File: config.mk
export PLATFORM = sky130hd
export DESIGN_NAME = serial_subtractor
export DESIGN_NICKNAME = d
export VERILOG_FILES = /design/src/rtl/serial_sub_pkg.sv /design/src/rtl/full_subtractor.sv /design/src/rtl/serial_subtractor.sv
export SDC_FILE = /design/constraint.sdc
export NUM_CORES = 1
export LEC_CHECK = 0
export BUFFER_PORTS_ARGS = -buffer_cell sky130_fd_sc_hd__buf_2
export CAP_MARGIN = 20
export CORE_MARGIN = 5
export CORE_UTILIZATION = 45
export CTS_CLUSTER_DIAMETER = 60
export DETAILED_ROUTE_END_ITERATION = 7
export GPL_TIMING_DRIVEN = 0
export PLACE_DENSITY = 0.69
export SETUP_SLACK_MARGIN = 0.1
export SYNTH_ARGS = -nofsm -noshare
export SYNTH_HDL_FRONTEND = slang
export SYNTH_SLANG_ARGS = --single-unit
export TNS_END_PERCENT = 5
File: constraint.sdc
create_clock -name clk -period 1.3 [get_ports clk]
set_input_delay 0.065 -clock clk [delete_from_list [all_inputs] [get_ports clk]]
set_output_delay 0.065 -clock clk [all_outputs]
set_load 0.02 [all_outputs]
File: src/rtl/serial_sub_pkg.sv
// Shared definitions for the bit-serial subtractor: FSM state encoding and
// the default operand width.
package serial_sub_pkg;

  typedef enum logic [1:0] {
    IDLE = 2'd0,
    RUN  = 2'd1,
    DONE = 2'd2
  } state_t;

  localparam int SUB_DEFAULT_WIDTH = 8;

endpackage

File: src/rtl/full_subtractor.sv
// One-bit full subtractor: d = x - y - bi, with bo the borrow out of this bit.
module full_subtractor (
  input  logic x,
  input  logic y,
  input  logic bi,
  output logic d,
  output logic bo
);

  assign d  = x ^ y ^ bi;
  assign bo = (~x & y) | (~(x ^ y) & bi);

endmodule

File: src/rtl/serial_subtractor.sv
// Bit-serial subtractor, LSB first, one bit per clock through a single full subtractor.
// Define SERIAL_SUB_OVF_EN to add the signed-overflow output ovf.
module serial_subtractor
  import serial_sub_pkg::*;
#(
  parameter int DATA_WIDTH = SUB_DEFAULT_WIDTH
) (
  input  logic                  clk,
  input  logic                  rst,
  input  logic                  start,
  input  logic [DATA_WIDTH-1:0] a,
  input  logic [DATA_WIDTH-1:0] b,
  input  logic                  bin,
  output logic                  busy,
  output logic                  done,
  output logic [DATA_WIDTH-1:0] diff,
`ifdef SERIAL_SUB_OVF_EN
  output logic                  ovf,
`endif
  output logic                  bout
);

  // Counter is wide enough to hold DATA_WIDTH itself, so it cannot wrap mid-operation.
  localparam int CNT_W = $clog2(DATA_WIDTH + 1);

  state_t state_q, state_d;

  logic [DATA_WIDTH-1:0] a_q, a_d;
  logic [DATA_WIDTH-1:0] b_q, b_d;
  logic [DATA_WIDTH-1:0] sh_q, sh_d;
  logic [DATA_WIDTH-1:0] diff_q, diff_d;
  logic [CNT_W-1:0]      cnt_q, cnt_d;
  logic                  brw_q, brw_d;
  logic                  bout_q, bout_d;
`ifdef SERIAL_SUB_OVF_EN
  logic                  ovf_q, ovf_d;
`endif

  logic fs_d;
  logic fs_bo;
  logic load;
  logic last_bit;

  assign load     = (state_q != RUN) && start;
  assign last_bit = (state_q == RUN) && (cnt_q == CNT_W'(DATA_WIDTH - 1));

  full_subtractor u_fs (
    .x  (a_q[0]),
    .y  (b_q[0]),
    .bi (brw_q),
    .d  (fs_d),
    .bo (fs_bo)
  );

  // State register
  always_ff @(posedge clk) begin
    if (rst) begin
      state_q <= IDLE;
    end else begin
      state_q <= state_d;
    end
  end

  // Next-state logic
  always_comb begin
    state_d = state_q;
    unique case (state_q)
      IDLE: begin
        if (start) state_d = RUN;
      end
      RUN: begin
        if (last_bit) state_d = DONE;
      end
      DONE: begin
        state_d = start ? RUN : IDLE;
      end
      default: state_d = IDLE;
    endcase
  end

  // FSM outputs
  always_comb begin
    busy = (state_q == RUN);
    done = (state_q == DONE);
  end

  // Datapath next-state: operands shift right, result bits enter at the MSB.
  always_comb begin
    a_d    = a_q;
    b_d    = b_q;
    sh_d   = sh_q;
    cnt_d  = cnt_q;
    brw_d  = brw_q;
    diff_d = diff_q;
    bout_d = bout_q;
`ifdef SERIAL_SUB_OVF_EN
    ovf_d  = ovf_q;
`endif
    if (load) begin
      a_d   = a;
      b_d   = b;
      brw_d = bin;
      cnt_d = '0;
    end else if (state_q == RUN) begin
      a_d   = a_q >> 1;
      b_d   = b_q >> 1;
      brw_d = fs_bo;
      sh_d  = {fs_d, sh_q[DATA_WIDTH-1:1]};
      cnt_d = cnt_q + CNT_W'(1);
      if (last_bit) begin
        diff_d = {fs_d, sh_q[DATA_WIDTH-1:1]};
        bout_d = fs_bo;
`ifdef SERIAL_SUB_OVF_EN
        // On the last bit a_q[0]/b_q[0] are the operand sign bits.
        ovf_d  = (a_q[0] ^ b_q[0]) & (fs_d ^ a_q[0]);
`endif
      end
    end
  end

  always_ff @(posedge clk) begin
    if (rst) begin
      a_q    <= '0;
      b_q    <= '0;
      sh_q   <= '0;
      cnt_q  <= '0;
      brw_q  <= 1'b0;
      diff_q <= '0;
      bout_q <= 1'b0;
`ifdef SERIAL_SUB_OVF_EN
      ovf_q  <= 1'b0;
`endif
    end else begin
      a_q    <= a_d;
      b_q    <= b_d;
      sh_q   <= sh_d;
      cnt_q  <= cnt_d;
      brw_q  <= brw_d;
      diff_q <= diff_d;
      bout_q <= bout_d;
`ifdef SERIAL_SUB_OVF_EN
      ovf_q  <= ovf_d;
`endif
    end
  end

  assign diff = diff_q;
  assign bout = bout_q;
`ifdef SERIAL_SUB_OVF_EN
  assign ovf  = ovf_q;
`endif

endmodule

After elaboration in Yosys (flattened, before gate mapping):

Cells that the tools add are included.
Widths: inputs -> output; s select.

* add/sub/neg operators: 1
* equality and inequality tests: 6
* multiplexer cells: 10
* bitwise gates (word level): 8
* reduce and logical (&&, ||, !) cells: 8

Operators with widths (count)
* $mux 8: 4
* $pmux 2 s3: 1
* $add 4x1->4 const B: 1
* $eq 4x3->1 const B: 1
* $mux 2: 2
* $ne 2x1->1 const B: 2
* $reduce_and 2->1: 2
* $mux 1: 3
* $not 1->1: 3
* $reduce_and 3->1: 1
* $and 1x1->1: 2
* $eq 2x1->1 const B: 1
* $eq 2x2->1 const B: 1
* $logic_and 1x1->1: 2
* $logic_not 2->1: 1
* $ne 2x2->1 const B: 1
* $reduce_bool 2->1: 1
* $reduce_or 2->1: 1
* $xor 1x1->1: 2
* $or 1x1->1: 1

* bits in registers: 40
* output and inout port bits: 11
* logic and storage cells: 41

Longest topological paths before layout:

* depth after elaboration: 6
* depth in mapped cells: 6
* gate-level depth less buffers: 4

Hierarchy:

A second synthesis with hierarchy kept.

* cells, all modules: 177
* area, all modules: 1684.1 um^2

Modules (own cells, without submodules)
* serial_subtractor: instances 1, cells each 173, area each 1652.8 um^2, sequential area each 780.7 um^2
* full_subtractor: instances 1, cells each 4, area each 31.3 um^2, sequential area each 0.0 um^2

Worst setup path before layout:

No wires, ideal clock.

* path type: reg2reg
* start: register cnt_q[0]
* end: register bout_q, in the netlist bout
* library setup time: 0.091 ns
* data arrival time: 1.095 ns
* data required time: 1.209 ns
* setup slack: 0.114 ns
* stages on the path, launching flop included: 6
* path buffers: 1
* period minus slack after synthesis: 1.186 ns
* cell sequence: dfxtp_1 > ha_1 > and3b_1 > buf_4 > a21oi_1 > a311oi_1

* longest elaborated chain between the ends: 3

Ends and longest elaborated chain
* start, declared: RTL line serial_subtractor.sv:32 `logic [CNT_W-1:0] cnt_q, cnt_d;`
* start signal, assigned: RTL line serial_subtractor.sv:137 `cnt_q <= cnt_d;`
* $eq 4x3->1: RTL line serial_subtractor.sv:45 `assign last_bit = (state_q == RUN) && (cnt_q == CNT_W'(DATA_WIDTH - 1));`
* $logic_and 1x1->1: RTL line serial_subtractor.sv:45
* $reduce_and 3->1 (no source line)
* end signal, assigned: RTL line serial_subtractor.sv:140 `bout_q <= bout_d;`
* end, declared: RTL line serial_subtractor.sv:34 `logic bout_q, bout_d;`

Every way passes these cells.
A chain may end at the register's enable or synchronous reset.

Worst setup path after layout:

* start: register state_q[1]
* end: output port busy

* longest elaborated chain between the ends: 1

Ends and longest elaborated chain
* start, declared: RTL line serial_subtractor.sv:26 `state_t state_q, state_d;`
* start signal, assigned: RTL line serial_subtractor.sv:60 `state_q <= state_d;`
* $eq 2x1->1: RTL line serial_subtractor.sv:83 `busy = (state_q == RUN);`
* end, declared: RTL line serial_subtractor.sv:14 `output logic busy,`

Every way passes these cells.

==> out/summary.md <==
- critical path arrival: 1.18 ns
- most common cell after layout, fill and taps aside: sky130_fd_sc_hd__dfxtp_1
- crit path max-delay cell type: sky130_fd_sc_hd__dfxtp_1
- Final #Nets: 244
- final critical-path share of the clock period: 95.66%
- DP Wirelength: 2569 um
- VDD IR max: 0.6836 mV
- endpoint of the worst hold-timing path: a_q[7]$_SDFFE_PP0P_
- top-level port count: 31
- fill cell count: 349
- DR vias: 1430
- Die Span X: 70.65 um
- ratio of cells with drive above 1 in the final layout: 31.84%
- maximum clock rate: 804.1 MHz
- part of the power in combinational logic: 13.2%
- first-pass GRT wire length: 6361 um
- sequential group share of total power: 47.9%
- post-synthesis sequential element count: 39
- number of antenna violations at the first check in global routing: 0
- routability-driven placement congestion ratio: 0.7444
- std cell rows: 22
- CP delay by family, top: buffers and inverters
- cell with the most instances on the worst path: sky130_fd_sc_hd__buf_6
- TritonCTS clock tree: yes
- Reg2Reg Depth: 7
- max cap viols: 0
- global-route congestion overflow total: 0
- count of H-tree levels built during CTS: 2
- post-route ant nets: 0
- Residual DRC: 0
- Ant. Diodes: 0
- drt wl/cell: 14.40 um
- Mapped Cells: 178
- routed wire length: 3902 um
- total clock buffers created by CTS: 5
- number of iterations in the first detailed-routing pass: 4
- switching fraction of total power: 24.10%
- initial drt markers: 101
- Core Region: 0.003606 mm^2
- largest net degree at the start of global routing: 13
- transition time at the pin with the least slew margin: 0.4967 ns
- power per unit of standard cell area: 1269 mW/mm^2
- total net switching power: 0.6480 mW
- Final Setup Violations: 0
- Reg clk slew, reported paths: 0.08 ns
- cts-stage hold buffer count: 0
- area of all placed cells without fillers: 0.002120 mm^2
- clock latency of the later-clocked register in the worst-skew pair: 0.29 ns
- GR Util All Layers: 15.99%
- placed cell areas: 0.001856 mm^2
- sequential share of the synthesized area: 47.17%
- number of non-filler instances in the completed layout: 271
- number of nets produced by synthesis: 200
- Worst Min Path Start: a[7]
- Relative slew margins: 66.88%
- overall die area: 0.004991 mm^2
- mean number of vias per cell: 5.277
- endpoint class of the critical path: output pin
- count of buffers from port buffering: 28
- Clock power frac: 38.9%
- count of final hold-check violations: 0
- Crit Reg-Reg Startpoint: state_q[1]$_SDFFE_PP0P_
- type of the worst setup path: register to output pin
- buffer depth of the longest clock path: 2
- vias in the first global route: 1376
- growth of design area from synthesis to finish: 28.04%
- cell area after synthesis: 0.001655 mm^2
- CTS root buf: sky130_fd_sc_hd__clkbuf_8
- final core area utilization: 58.78%
- chip height: 70.65 um
- critical path launch point type: register
- final-report max-slew violation count: 0
- WP buf/inv: 4
- TritonCTS sink count: 39
- most used flip-flop cell after synthesis: sky130_fd_sc_hd__dfxtp_1
- maximum fanout along the worst path: 7
- Hold Path Cell Cnt: 3
- Yosys warning count: 0
- reg-to-reg endpoint: state_q[0]$_SDFFE_PP0P_
- Starting Density: 45.91%
- Worst Skew: 0.005872 ns
- FF-to-FF setup slack: 0.07 ns
- post-layout minimum cycle time: 1.244 ns
- Critical Path Max Stage Delay: 0.34 ns
- Mapped Avg Cell Area: 9.300 um^2
- data required time of the worst path: 1.24 ns
- unrepaired setup endpoints after global routing: yes
- worst min path class: input port to register
- most used cells in the layout excluding fill and tap cells: sky130_fd_sc_hd__dfxtp_1, sky130_fd_sc_hd__buf_2, sky130_fd_sc_hd__a21oi_1
- number of enable flip-flop cells after synthesis: 0
- Cell Chain, Critical Path: nand2b_1 -> buf_6 -> inv_8 -> buf_6 -> buf_6
- Cells after DPL: 254
- status: finished, final reports clean
- post-synthesis cell type count: 29
- Leak: 0.8908 nW
- internal power consumption: 2.041 mW
- total power of the final layout: 2.689 mW
- share of flip-flops with an asynchronous set or reset: 0%
registers in the layout (all words and copies together) (netlist names):
name / flops
diff: 8
state_q: 2
brw_q: 1
bout: 1
a_q: 8
b_q: 8
sh_q: 7
cnt_q: 4
worst reg2reg max path, stage by stage (launching register included):
cell and delay (ns):
sky130_fd_sc_hd__dfxtp_1 0.34, sky130_fd_sc_hd__nand2b_1 0.13, sky130_fd_sc_hd__buf_6 0.15, sky130_fd_sc_hd__inv_8 0.05, sky130_fd_sc_hd__buf_6 0.11, sky130_fd_sc_hd__buf_4 0.17
sky130_fd_sc_hd__a21oi_1 0.13, sky130_fd_sc_hd__nor2_1 0.05
routing by layer:
metal	track usage, %	part of all wire, %	vias to the layer above
met4	5.010	1.2	0
met1	20.54	47	678
met5	0	0	-
met3	4.830	4.6	8
li1	-	-	714
met2	25.88	48	30
repair_timing:
item	in CTS	in global routing
endpoints found under the setup margin	13	35
pin swaps	1	3
gates cloned	0	1
resized for setup	12	12
buffers inserted	3	5
Yosys cell counts (2+ instances only):
cell type	instances	area share, %
sky130_fd_sc_hd__buf_2	3	0.91
sky130_fd_sc_hd__a21oi_1	20	6.0
sky130_fd_sc_hd__clkbuf_1	2	0.45
sky130_fd_sc_hd__nor2_1	15	3.4
sky130_fd_sc_hd__nand3_1	10	3.0
sky130_fd_sc_hd__mux2i_1	16	9.7
sky130_fd_sc_hd__nor3_1	3	0.91
sky130_fd_sc_hd__dfxtp_1	39	47
sky130_fd_sc_hd__buf_6	4	2.7
sky130_fd_sc_hd__o21ai_0	8	2.4
sky130_fd_sc_hd__nand2_1	16	3.6
sky130_fd_sc_hd__nand3b_1	4	1.8
sky130_fd_sc_hd__buf_4	5	2.3
sky130_fd_sc_hd__inv_1	2	0.45
sky130_fd_sc_hd__nand2b_1	2	0.76
sky130_fd_sc_hd__a211oi_1	15	6.8
sky130_fd_sc_hd__nor2b_1	2	0.76
worst max-delay path by stage:
stage	startpoint	to	slack (ns)	cells past startpoint
finish	state_q[1]$_SDFFE_PP0P_	busy	0.06	5
global route	b_q[0]$_SDFFE_PP0P_	diff[7]$_SDFFE_PP0P_	0.005	4
CTS	state_q[1]$_SDFFE_PP0P_	busy	0.06	5
detailed placement	cnt_q[0]$_SDFFE_PP0N_	diff[5]$_SDFFE_PP0P_	-0.08	4
global placement	cnt_q[0]$_SDFFE_PP0N_	diff[4]$_SDFFE_PP0P_	-0.07	4
floorplan	cnt_q[0]$_SDFFE_PP0N_	bout$_SDFFE_PP0P_	0.11	5
power by group through the flow:
stage          Clock, mW  Combinational (mW)  Sequential [mW]
2_1_floorplan          0               0.226             1.30
3_3_place_gp           0               0.305             1.31
3_5_place_dp           0               0.308             1.31
4_1_cts             1.05               0.333             1.29
5_1_grt             1.11               0.394             1.29
6_report            1.05               0.356             1.29
stage by stage:
step           setup TNS (ns)  setup slack [ns]  hold slack (ns)
6_report                    0           0.05641          0.07387
5_1_grt                     0          0.005019          0.08194
4_1_cts                     0           0.06103          0.08200
3_5_place_dp          -0.5123          -0.08169           0.3680
3_3_place_gp          -0.4235          -0.07078           0.3727
2_1_floorplan               0            0.1139           0.2603
area by class of cell:
class | count | area (um^2) | share of cell area [%]
buffer | 16 | 126.4 | 5.962
clock buffer | 6 | 82.58 | 3.896
clock inverter | 2 | 35.03 | 1.653
inverter | 3 | 18.77 | 0.8855
multi-input combinational | 120 | 790.8 | 37.31
sequential | 39 | 788.3 | 37.19
tap | 48 | 60.06 | 2.834
timing repair buffer | 37 | 217.7 | 10.27
cell families after synthesis:
logic type	synth area share [%]
AO/OA/AOI/OAI	17.54
flip-flops	47.17
adder cells (fa/ha/maj)	1.965
buffers and inverters	7.558
AND/OR/NAND/NOR	15.19
multiplexers	10.58
Note: power is estimated with default switching activity, not from simulation.
